<file path="src/rtl/video_ctrl_top_if.sv">
// -----------------------------------------------------------------------------
// video_ctrl_top_if.sv
// Interfaces used by video_ctrl_top.
//
//   video_if : raster video bus.
//              CLK   pixel clock
//              HS    horizontal sync, active-low
//              VS    vertical sync, active-low
//              BLANK 1 = display pixel, 0 = porch/sync
//              RGB   24-bit pixel colour
//   hws_if   : hardware-support bus. The master drives addr/wdata/wr/rd and
//              receives rdata/ack from the slave.
//
// Handshake note: hws_if uses a simple strobe/ack scheme; the master raises
// wr or rd for one request and the slave answers with ack. The video
// controller never issues requests, so its side of this bus is held idle.
// -----------------------------------------------------------------------------
`timescale 1ns/1ps

interface video_if;
    logic        CLK;
    logic        HS;
    logic        VS;
    logic        BLANK;
    logic [23:0] RGB;

    modport master (output CLK, output HS, output VS, output BLANK, output RGB);
    modport slave  (input  CLK, input  HS, input  VS, input  BLANK, input  RGB);
endinterface

interface hws_if;
    logic [7:0]  addr;
    logic [31:0] wdata;
    logic        wr;
    logic        rd;
    logic [31:0] rdata;
    logic        ack;

    modport master (output addr, output wdata, output wr, output rd,
                    input  rdata, input  ack);
    modport slave  (input  addr, input  wdata, input  wr, input  rd,
                    output rdata, output ack);
endinterface

</file>
<file path="src/rtl/video_ctrl_top.sv">
// -----------------------------------------------------------------------------
// video_ctrl_top.sv
// Video controller top level: generates VGA-style raster timing for a small
// frame and paints a 16-pixel grid test pattern. Also drives status LEDs.
//
// Ports:
//   FPGA_CLK1_50  in   sole clock, also the pixel clock
//   sys_rst       in   asynchronous reset, active-high
//   KEY[1:0]      in   push buttons, active-low (KEY[1] = user button)
//   SW[3:0]       in   slide switches
//   LED[7:0]      out  {SW, 0, ~KEY[1], frame toggle, heartbeat}
//   hws_ifm       if   hardware-support bus master, held idle
//   video_ifm     if   video bus master (CLK, HS, VS, BLANK, RGB)
//
// Configuration macro:
//   FAST_BLINK_EN  defined -> heartbeat toggles every 25 clocks;
//                  undefined -> every 25_000_000 clocks (1 Hz at 50 MHz).
//
// Raster layout per axis: front porch, sync, back porch, then active video.
// All video outputs are registered, one clock behind the counter state.
// -----------------------------------------------------------------------------
`timescale 1ns/1ps

module video_ctrl_top #(
    parameter int HDISP  = 160,
    parameter int VDISP  = 90,
    parameter int HFP    = 40,
    parameter int HPULSE = 48,
    parameter int HBP    = 40,
    parameter int VFP    = 13,
    parameter int VPULSE = 3,
    parameter int VBP    = 29
) (
    input  logic       FPGA_CLK1_50,
    input  logic       sys_rst,
    input  logic [1:0] KEY,
    input  logic [3:0] SW,
    output logic [7:0] LED,
    hws_if.master      hws_ifm,
    video_if.master    video_ifm
);

    localparam int HTOT  = HFP + HPULSE + HBP + HDISP;
    localparam int VTOT  = VFP + VPULSE + VBP + VDISP;
    localparam int HSTRT = HFP + HPULSE + HBP;   // first active column
    localparam int VSTRT = VFP + VPULSE + VBP;   // first active line
    localparam int HCW   = $clog2(HTOT);
    localparam int VCW   = $clog2(VTOT);

`ifdef FAST_BLINK_EN
    localparam int BLINK_DIV = 25;
`else
    localparam int BLINK_DIV = 25_000_000;
`endif
    localparam int BCW = $clog2(BLINK_DIV);

    logic [HCW-1:0] hc_q, hc_d;
    logic [VCW-1:0] vc_q, vc_d;
    logic [BCW-1:0] blink_cnt_q, blink_cnt_d;
    logic           blink_led_q, blink_led_d;
    logic           frame_led_q, frame_led_d;
    logic           hs_q, hs_d;
    logic           vs_q, vs_d;
    logic           blank_q, blank_d;
    logic [23:0]    rgb_q, rgb_d;

    logic           h_wrap;
    logic           v_wrap;
    logic [3:0]     x_lo;
    logic [3:0]     y_lo;

    assign h_wrap = (hc_q == HCW'(HTOT - 1));
    assign v_wrap = (vc_q == VCW'(VTOT - 1));

    // Only the low nibble of x/y matters for the grid; modulo-16 subtraction
    // on the low bits gives the same result as subtracting the full offset.
    assign x_lo = hc_q[3:0] - 4'(HSTRT);
    assign y_lo = vc_q[3:0] - 4'(VSTRT);

    always_comb begin
        hc_d        = hc_q + HCW'(1);
        vc_d        = vc_q;
        frame_led_d = frame_led_q;
        if (h_wrap) begin
            hc_d = '0;
            if (v_wrap) begin
                vc_d        = '0;
                frame_led_d = ~frame_led_q;
            end else begin
                vc_d = vc_q + VCW'(1);
            end
        end
    end

    always_comb begin
        hs_d    = ~((hc_q >= HCW'(HFP)) && (hc_q < HCW'(HFP + HPULSE)));
        vs_d    = ~((vc_q >= VCW'(VFP)) && (vc_q < VCW'(VFP + VPULSE)));
        blank_d = (hc_q >= HCW'(HSTRT)) && (vc_q >= VCW'(VSTRT));
        rgb_d   = 24'h000000;
        if (blank_d && ((x_lo == 4'd0) || (y_lo == 4'd0))) begin
            rgb_d = 24'hFFFFFF;
        end
    end

    always_comb begin
        blink_cnt_d = blink_cnt_q + BCW'(1);
        blink_led_d = blink_led_q;
        if (blink_cnt_q == BCW'(BLINK_DIV - 1)) begin
            blink_cnt_d = '0;
            blink_led_d = ~blink_led_q;
        end
    end

    always_ff @(posedge FPGA_CLK1_50 or posedge sys_rst) begin
        if (sys_rst) begin
            hc_q        <= '0;
            vc_q        <= '0;
            blink_cnt_q <= '0;
            blink_led_q <= 1'b0;
            frame_led_q <= 1'b0;
            hs_q        <= 1'b1;
            vs_q        <= 1'b1;
            blank_q     <= 1'b0;
            rgb_q       <= 24'h000000;
        end else begin
            hc_q        <= hc_d;
            vc_q        <= vc_d;
            blink_cnt_q <= blink_cnt_d;
            blink_led_q <= blink_led_d;
            frame_led_q <= frame_led_d;
            hs_q        <= hs_d;
            vs_q        <= vs_d;
            blank_q     <= blank_d;
            rgb_q       <= rgb_d;
        end
    end

    assign video_ifm.CLK   = FPGA_CLK1_50;
    assign video_ifm.HS    = hs_q;
    assign video_ifm.VS    = vs_q;
    assign video_ifm.BLANK = blank_q;
    assign video_ifm.RGB   = rgb_q;

    assign LED = {SW, 1'b0, ~KEY[1], frame_led_q, blink_led_q};

    assign hws_ifm.addr  = '0;
    assign hws_ifm.wdata = '0;
    assign hws_ifm.wr    = 1'b0;
    assign hws_ifm.rd    = 1'b0;

    // KEY[0] is consumed by the board wrapper as reset; bus responses are
    // never expected because no request is ever issued.
    logic unused_inputs;
    assign unused_inputs = &{1'b0, KEY[0], hws_ifm.rdata, hws_ifm.ack};

endmodule

</file>
<file path="src/flat_wrapper.sv">
// flat-port wrapper written by rule: the top's interface ports become plain ports
module video_ctrl_top_flat 
#(
    parameter int HDISP  = 160,
    parameter int VDISP  = 90,
    parameter int HFP    = 40,
    parameter int HPULSE = 48,
    parameter int HBP    = 40,
    parameter int VFP    = 13,
    parameter int VPULSE = 3,
    parameter int VBP    = 29
)
  (FPGA_CLK1_50, sys_rst, KEY, SW, LED, hws_ifm_addr, hws_ifm_wdata, hws_ifm_wr, hws_ifm_rd, hws_ifm_rdata, hws_ifm_ack, video_ifm_CLK, video_ifm_HS, video_ifm_VS, video_ifm_BLANK, video_ifm_RGB);
  hws_if hws_ifm_i ();
  video_if video_ifm_i ();
  input  logic FPGA_CLK1_50;
  input  logic sys_rst;
  input  logic [1:0] KEY;
  input  logic [3:0] SW;
  output logic [7:0] LED;
  output wire logic [$bits(hws_ifm_i.addr)-1:0] hws_ifm_addr;
  output wire logic [$bits(hws_ifm_i.wdata)-1:0] hws_ifm_wdata;
  output wire logic [$bits(hws_ifm_i.wr)-1:0] hws_ifm_wr;
  output wire logic [$bits(hws_ifm_i.rd)-1:0] hws_ifm_rd;
  input wire logic [$bits(hws_ifm_i.rdata)-1:0] hws_ifm_rdata;
  input wire logic [$bits(hws_ifm_i.ack)-1:0] hws_ifm_ack;
  output wire logic [$bits(video_ifm_i.CLK)-1:0] video_ifm_CLK;
  output wire logic [$bits(video_ifm_i.HS)-1:0] video_ifm_HS;
  output wire logic [$bits(video_ifm_i.VS)-1:0] video_ifm_VS;
  output wire logic [$bits(video_ifm_i.BLANK)-1:0] video_ifm_BLANK;
  output wire logic [$bits(video_ifm_i.RGB)-1:0] video_ifm_RGB;
  assign hws_ifm_addr = hws_ifm_i.addr;
  assign hws_ifm_wdata = hws_ifm_i.wdata;
  assign hws_ifm_wr = hws_ifm_i.wr;
  assign hws_ifm_rd = hws_ifm_i.rd;
  assign hws_ifm_i.rdata = hws_ifm_rdata;
  assign hws_ifm_i.ack = hws_ifm_ack;
  assign video_ifm_CLK = video_ifm_i.CLK;
  assign video_ifm_HS = video_ifm_i.HS;
  assign video_ifm_VS = video_ifm_i.VS;
  assign video_ifm_BLANK = video_ifm_i.BLANK;
  assign video_ifm_RGB = video_ifm_i.RGB;
  video_ctrl_top #(.HDISP(HDISP), .VDISP(VDISP), .HFP(HFP), .HPULSE(HPULSE), .HBP(HBP), .VFP(VFP), .VPULSE(VPULSE), .VBP(VBP)) u_core (.FPGA_CLK1_50(FPGA_CLK1_50), .sys_rst(sys_rst), .KEY(KEY), .SW(SW), .LED(LED), .hws_ifm(hws_ifm_i), .video_ifm(video_ifm_i));
endmodule
</file>
<file path="config.mk">
export PLATFORM = sky130hd
export DESIGN_NAME = video_ctrl_top_flat
export DESIGN_NICKNAME = d
export VERILOG_FILES = /design/src/rtl/video_ctrl_top_if.sv /design/src/rtl/video_ctrl_top.sv /design/src/flat_wrapper.sv
export SDC_FILE = /design/constraint.sdc
export NUM_CORES = 1
export LEC_CHECK = 0
export ABC_AREA = 1
export CORE_MARGIN = 2
export CORE_UTILIZATION = 46
export CTS_BUF_LIST = sky130_fd_sc_hd__clkbuf_2
export CTS_CLUSTER_SIZE = 14
export DETAILED_ROUTE_END_ITERATION = 12
export PLACE_DENSITY = 0.82
export REMOVE_ABC_BUFFERS = 1
export SLEW_MARGIN = 20
export SYNTH_ARGS = -nofsm -noshare
export SYNTH_HDL_FRONTEND = slang
export SYNTH_SLANG_ARGS = --single-unit
</file>
<file path="constraint.sdc">
create_clock -name FPGA_CLK1_50 -period 1.85 [get_ports FPGA_CLK1_50]
set_clock_uncertainty 0.2 [all_clocks]
set_input_delay 0.185 -clock FPGA_CLK1_50 [delete_from_list [all_inputs] [get_ports FPGA_CLK1_50]]
set_output_delay 0.185 -clock FPGA_CLK1_50 [all_outputs]
set_load 0.02 [all_outputs]
</file>
==> impl_metrics.toml, run 1 <==
[min_path]
min_path_type = "in2out"
whs_path_depth = 0
hold_end = "LED[4]"
holdCritStartpoint = "SW[0]"

[worst_setup_path]
end_kind = "output port"
cp_top_family = "flip-flops"
cp_max_fo = 1
crit_start = "u_core.video_ifm.VS"
cp.required_ns = 1.46
r2r_cells = 7
cp_slowest_cell = "dfstp_2"
slowest_delay_ns = 0.58
crit_chain = "clkdlybuf4s15_1"
r2r_end = "u_core.blink_cnt_q[16]"
rr_startpoint = "u_core.blink_cnt_q[1]"
arrival_ns = 1.40
crit_type = "reg2out"
r2r_setup_slack_ns = 0.12
path_buf_inv = 1
start_kind = "flip-flop"

[synth]
synth_area_leader_cell = "dfrtp_1"
synthAdderAreaFrac_pct = 2.99
yosysMostFrequentCell = "nand2_1"
postSynthCellCount = 446
synth.avg_cell_area_sq_um = 7.50
yosysUniqueCellTypes = 32
ys.flop_type = "dfrtp_1"
synth_top_area_share_pct = 34.4
synth_warnings = 0
ys_ff_latch = 48
yosys-top-cells-count = "nand2_1 (89), buf_4 (73), nor2_1 (70)"
synth-compound-area-share_pct = 3.07
synth-edff-count = 0
synth_area_sq_mm = 0.00334
yosys.area_share.xor_xnor_pct = 5.24
yosys-top-cells-area = "dfrtp_1 (34%), buf_4 (16%), nand2_1 (10%)"
synth-simple-area-share_pct = 29.4
synth_top_family_by_area = "simple AND/OR/NAND/NOR gates"
synthArstFlopShare_pct = 100
muxShareOfSynthArea_pct = 0
yosysSeqAreaShare_pct = 36.0

[finish]
multi_input_area_sq_mm = 0.00155
syn_to_final_growth_pct = 4.68
n_antenna_cell = 0
fin_area_sq_mm = 0.00350
nFillCells = 701
drive_above_1_share_pct = 17.1
seq_area_sq_mm = 0.00120
utilization_pct = 49.1
nets = 515

[power]
ir_drop_uv = 592
p_leak_uw = 0.00184
p_per_area_mw_per_mm2 = 537

[grt]
grt_overflow = 0
grt_pass1_vias = 2489
grt_use_met2_pct = 28.0
grt_pass1_wl_microns = 10600
grt.busiest_layer = "met2"
use_met3_pct = 3.88
grtUsageMet1_pct = 21.0
antenna_found_initial = 0
grt_max_degree = 49
grt.total_usage_pct = 16.9

[floorplanning]
row_count = 31
start_util_pct = 46.9
fp.dieH_microns = 89.3
die-area_sq_mm = 0.00797
core_sq_mm = 0.00714
die_x_microns = 89.3
num_io_pins = 119

[cts]
cts_tree = "built"
cts.clk_slew.worst_paths_ns = 0.27
insertion_delay_ns = 0.53

[sta]
setup_violations = 0
timing.fmax_ghz = 0.559
rsz0062_at_grt = "no"
hold_violations = 0
final_max_slew_viol_count = 0
layout_min_cycle_time_ns = 1.79
finalCritPeriodShare_pct = 96.6

[route]
drc = 0
detail-route-antenna-nets = 0
first_pass_iters = 4
routed_via_density = 4.57
routed-via-count = 2584
drtIter0Drc = 159
drt_wl_total_microns = 6180
post_drt_wl_per_cell_microns = 10.9

[placed_design]
hpwl_microns = 4480
place_area_sq_mm = 0.00345
place_congestion = 0.876
place.port_buffers = 33

[outcome]
status = "complete, no violations"

[flow_run]
cap_violations = 0
[worst max-delay path by stage]
stage / endpoint / slack (ns) / cells past startpoint
2_1_floorplan: video_ifm_RGB[0] / -1.68 / 0
5_1_grt: video_ifm_RGB[22] / 0.002 / 2
4_1_cts: video_ifm_RGB[0] / 0.003 / 2
6_report: video_ifm_VS / 0.06 / 1
3_5_place_dp: video_ifm_CLK / 0.03 / 1
3_3_place_gp: video_ifm_CLK / 0.03 / 1
[flip-flops by register name, summed over array words and instances (netlist names)]
signal                  flops
u_core.video_ifm.RGB        1
u_core.blink_cnt_q         25
u_core.hc_q                 9
u_core.video_ifm.VS         1
u_core.video_ifm.BLANK      1
u_core.vc_q                 8
u_core.video_ifm.HS         1
u_core.frame_led_q          1
u_core.blink_led_q          1
[through the flow]
step / std cells / total power (uW) / worst slack [ns] / TNS (ns) / hold slack (ns)
2_1_floorplan: 413 / 1160 / -1.68 / -40.34 / -0.0150
3_3_place_gp: 551 / 1250 / 0.0315 / 0 / 0.170
3_5_place_dp: 551 / 1250 / 0.0315 / 0 / 0.170
4_1_cts: 563 / 1890 / 0.00323 / 0 / 0.170
5_1_grt: 566 / 1970 / 0.00213 / 0 / 0.170
6_report: 566 / 1880 / 0.0624 / 0 / 0.170
[power breakdown]
group / switching [uW] / leakage, uW / internal, uW
sequential: 0 / 0.000635 / 1050
clock: 425 / 0.0000583 / 291
combinational: 100 / 0.00115 / 11.7
[metal layers]
metal  wire length, microns  up-vias  share of wire [%]
met2                   3100       93                 50
met3                    307       10                5.0
met1                   2660     1193                 43
met4                    105        0                1.7
met5                      0        -                  0
li1                       -     1288                  -
[area by class of cell]
cell class	instances	share of cell area (%)
multi-input cells	309	44.4
flip-flops and latches	48	34.4
repair buffers	42	9.01
inverters	56	6.08
well taps	99	3.54
clock buffers	9	1.39
clock inverters	3	1.22
[cell usage in the layout, fill, tap and decap left out, drive strengths merged, types with 6 or more instances in the layout]
cell,instances
nor3,9
o21ai,10
clkdlybuf4s15,6
nand3,28
buf,29
inv,54
nand2,97
clkbuf,8
xor2,16
ha,8
conb,43
a21oi,6
dfrtp,46
nor2,80
[logic make-up (layout without fill, tap and decap cells)]
logic type,Yosys count,after routing
AOI/OAI and AO/OA,19,19
xor gates and xnor gates,20,20
adders and majority gates,8,8
buffers and inverters,131,110
DFF,48,48
other,1,43
and+or+nand+nor,219,219
[timing repair]
action,CTS,global route
hold buffers,1,0
pin swaps,0,1
buffers inserted,0,3
resized for setup,79,30
hold endpoints to repair,46,0
setup endpoints to repair,35,39
No activity file was read; power rests on OpenSTA's default activity.
==> inputs of run 2 (changes only) <==
==> constraint.sdc (replaced) <==
create_clock -name FPGA_CLK1_50 -period 1.85 [get_ports FPGA_CLK1_50]
set_clock_uncertainty 0.2 [all_clocks]
set_input_delay 0.2775 -clock FPGA_CLK1_50 [delete_from_list [all_inputs] [get_ports FPGA_CLK1_50]]
set_output_delay 0.2775 -clock FPGA_CLK1_50 [all_outputs]
set_load 0.02 [all_outputs]
==> impl_metrics.toml, run 2 (synthesis results as in run 1) <==
[outcome]
status = "complete, no violations"

[worst_setup_path]
end_kind = "output port"
start_kind = "clock port"
cp.required_ns = 1.37
cp_max_fo = 2
rr_startpoint = "u_core.hc_q[0]"
arrival_ns = 1.34
crit_type = "clk2out"
crit_start = "FPGA_CLK1_50"

[flow_run]
cap_violations = 0

[route]
first_pass_iters = 4
routed-via-count = 2562
detail-route-antenna-nets = 0
drt_wl_total_microns = 5910
drc = 0
routed_via_density = 4.54
post_drt_wl_per_cell_microns = 10.5
drtIter0Drc = 112

[finish]
final_common_cell = "nand2_1"
drive_above_1_share_pct = 17.2
fin_area_sq_mm = 0.00345
n_antenna_cell = 0
nets = 513
multi_input_area_sq_mm = 0.00153
syn_to_final_growth_pct = 3.07
nFillCells = 706
top_register = "u_core.blink_cnt_q"
largest_reg_flops = 25
top_regs = "u_core.blink_cnt_q x25, u_core.hc_q x9, u_core.vc_q x8"
seq_area_sq_mm = 0.00120
most-common-layout-cells = "nand2_1 (88), nor2_1 (69), inv_1 (49)"

[sta]
layout_min_cycle_time_ns = 1.82
fin_ws_ns = 0.0314
finalCritPeriodShare_pct = 98.3
timing.fmax_ghz = 0.555
holdWs_ns = 0.314
setup_violations = 0
rsz0062_at_grt = "yes"
final_max_slew_viol_count = 0
hold_violations = 0

[placed_design]
post-place-ws_ns = -0.0610
place_area_sq_mm = 0.00346
place.port_buffers = 33
place_congestion = 0.878
hpwl_microns = 4370

[grt]
grt_max_degree = 49
grt_pass1_wl_microns = 10100
antenna_found_initial = 0
grt.total_usage_pct = 16.3
grt_overflow = 0
grt_pass1_vias = 2411

[floorplanning]
row_count = 31
num_io_pins = 119
start_util_pct = 46.9
die-area_sq_mm = 0.00797
die_x_microns = 89.3
fp.dieH_microns = 89.3
core_sq_mm = 0.00714

[cts]
cts_tree = "built"
cts.clk_slew.worst_paths_ns = 0.28
insertion_delay_ns = 0.54

[power]
ir_drop_uv = 561
p_per_area_mw_per_mm2 = 554
p_leak_uw = 0.00184

[min_path]
holdCritStartpoint = "u_core.frame_led_q"
min_path_type = "reg2reg"
run 2: power breakdown:
| part | total [uW] | leakage [uW] | switching [uW] | internal [uW] |
|---|---|---|---|---|
| sequential | 1050 | 0.000635 | 0 | 1050 |
| clock | 746 | 0.0000568 | 440 | 306 |
| combinational | 112 | 0.00115 | 101 | 11.5 |
run 2: through the flow:
step	TNS [ns]	utilization [%]	total power, uW	cells
after floorplan	-42.56	-	1160	413
after global placement	-0.0610	48.5	1250	551
after detailed placement	-0.0610	48.5	1250	551
after CTS	0	48.0	1930	563
after global routing	-0.275	48.3	1990	564
final	0	48.3	1910	564
run 2: repair_timing:
item                       in CTS  in global routing
hold buffers                    1                  0
setup endpoints to repair      36                 42
resized for setup             111                  9
hold endpoints to repair       46                  0
buffers inserted                0                  1
run 2: routing by layer:
metal | up-vias | track usage, % | routed length [microns]
li1 | 1279 | - | -
met1 | 1172 | 19.5 | 2620
met2 | 90 | 27.1 | 2790
met3 | 21 | 3.79 | 313
met4 | 0 | 8.55 | 180
met5 | - | 0 | 0
run 2: final cells by class:
type / count / area share (%)
Tap cell: 99 / 3.59
Timing Repair Buffer: 40 / 8.13
Sequential cell: 48 / 34.9
Inverter: 56 / 6.17
Clock inverter: 3 / 1.34
Multi-Input combinational cell: 309 / 44.4
Clock buffer: 9 / 1.49
run 2: critical path: stages:
cell	delay, ns
clkbuf_2	0.09
clkbuf_2	0.09
clkdlybuf4s15_2	0.24
run 2: final timing paths:
path | endpoint | slack [ns] | cells past startpoint
setup / recovery | video_ifm_CLK | 0.03 | 3
hold / removal | u_core.frame_led_q | 0.31 | 1
setup reg to reg | u_core.frame_led_q | 0.13 | 7
hold reg to reg | u_core.frame_led_q | 0.31 | 1
max in group asynchronous | u_core.video_ifm.HS | 0.79 | 4
min in group asynchronous | u_core.hc_q[1] | 0.38 | 4
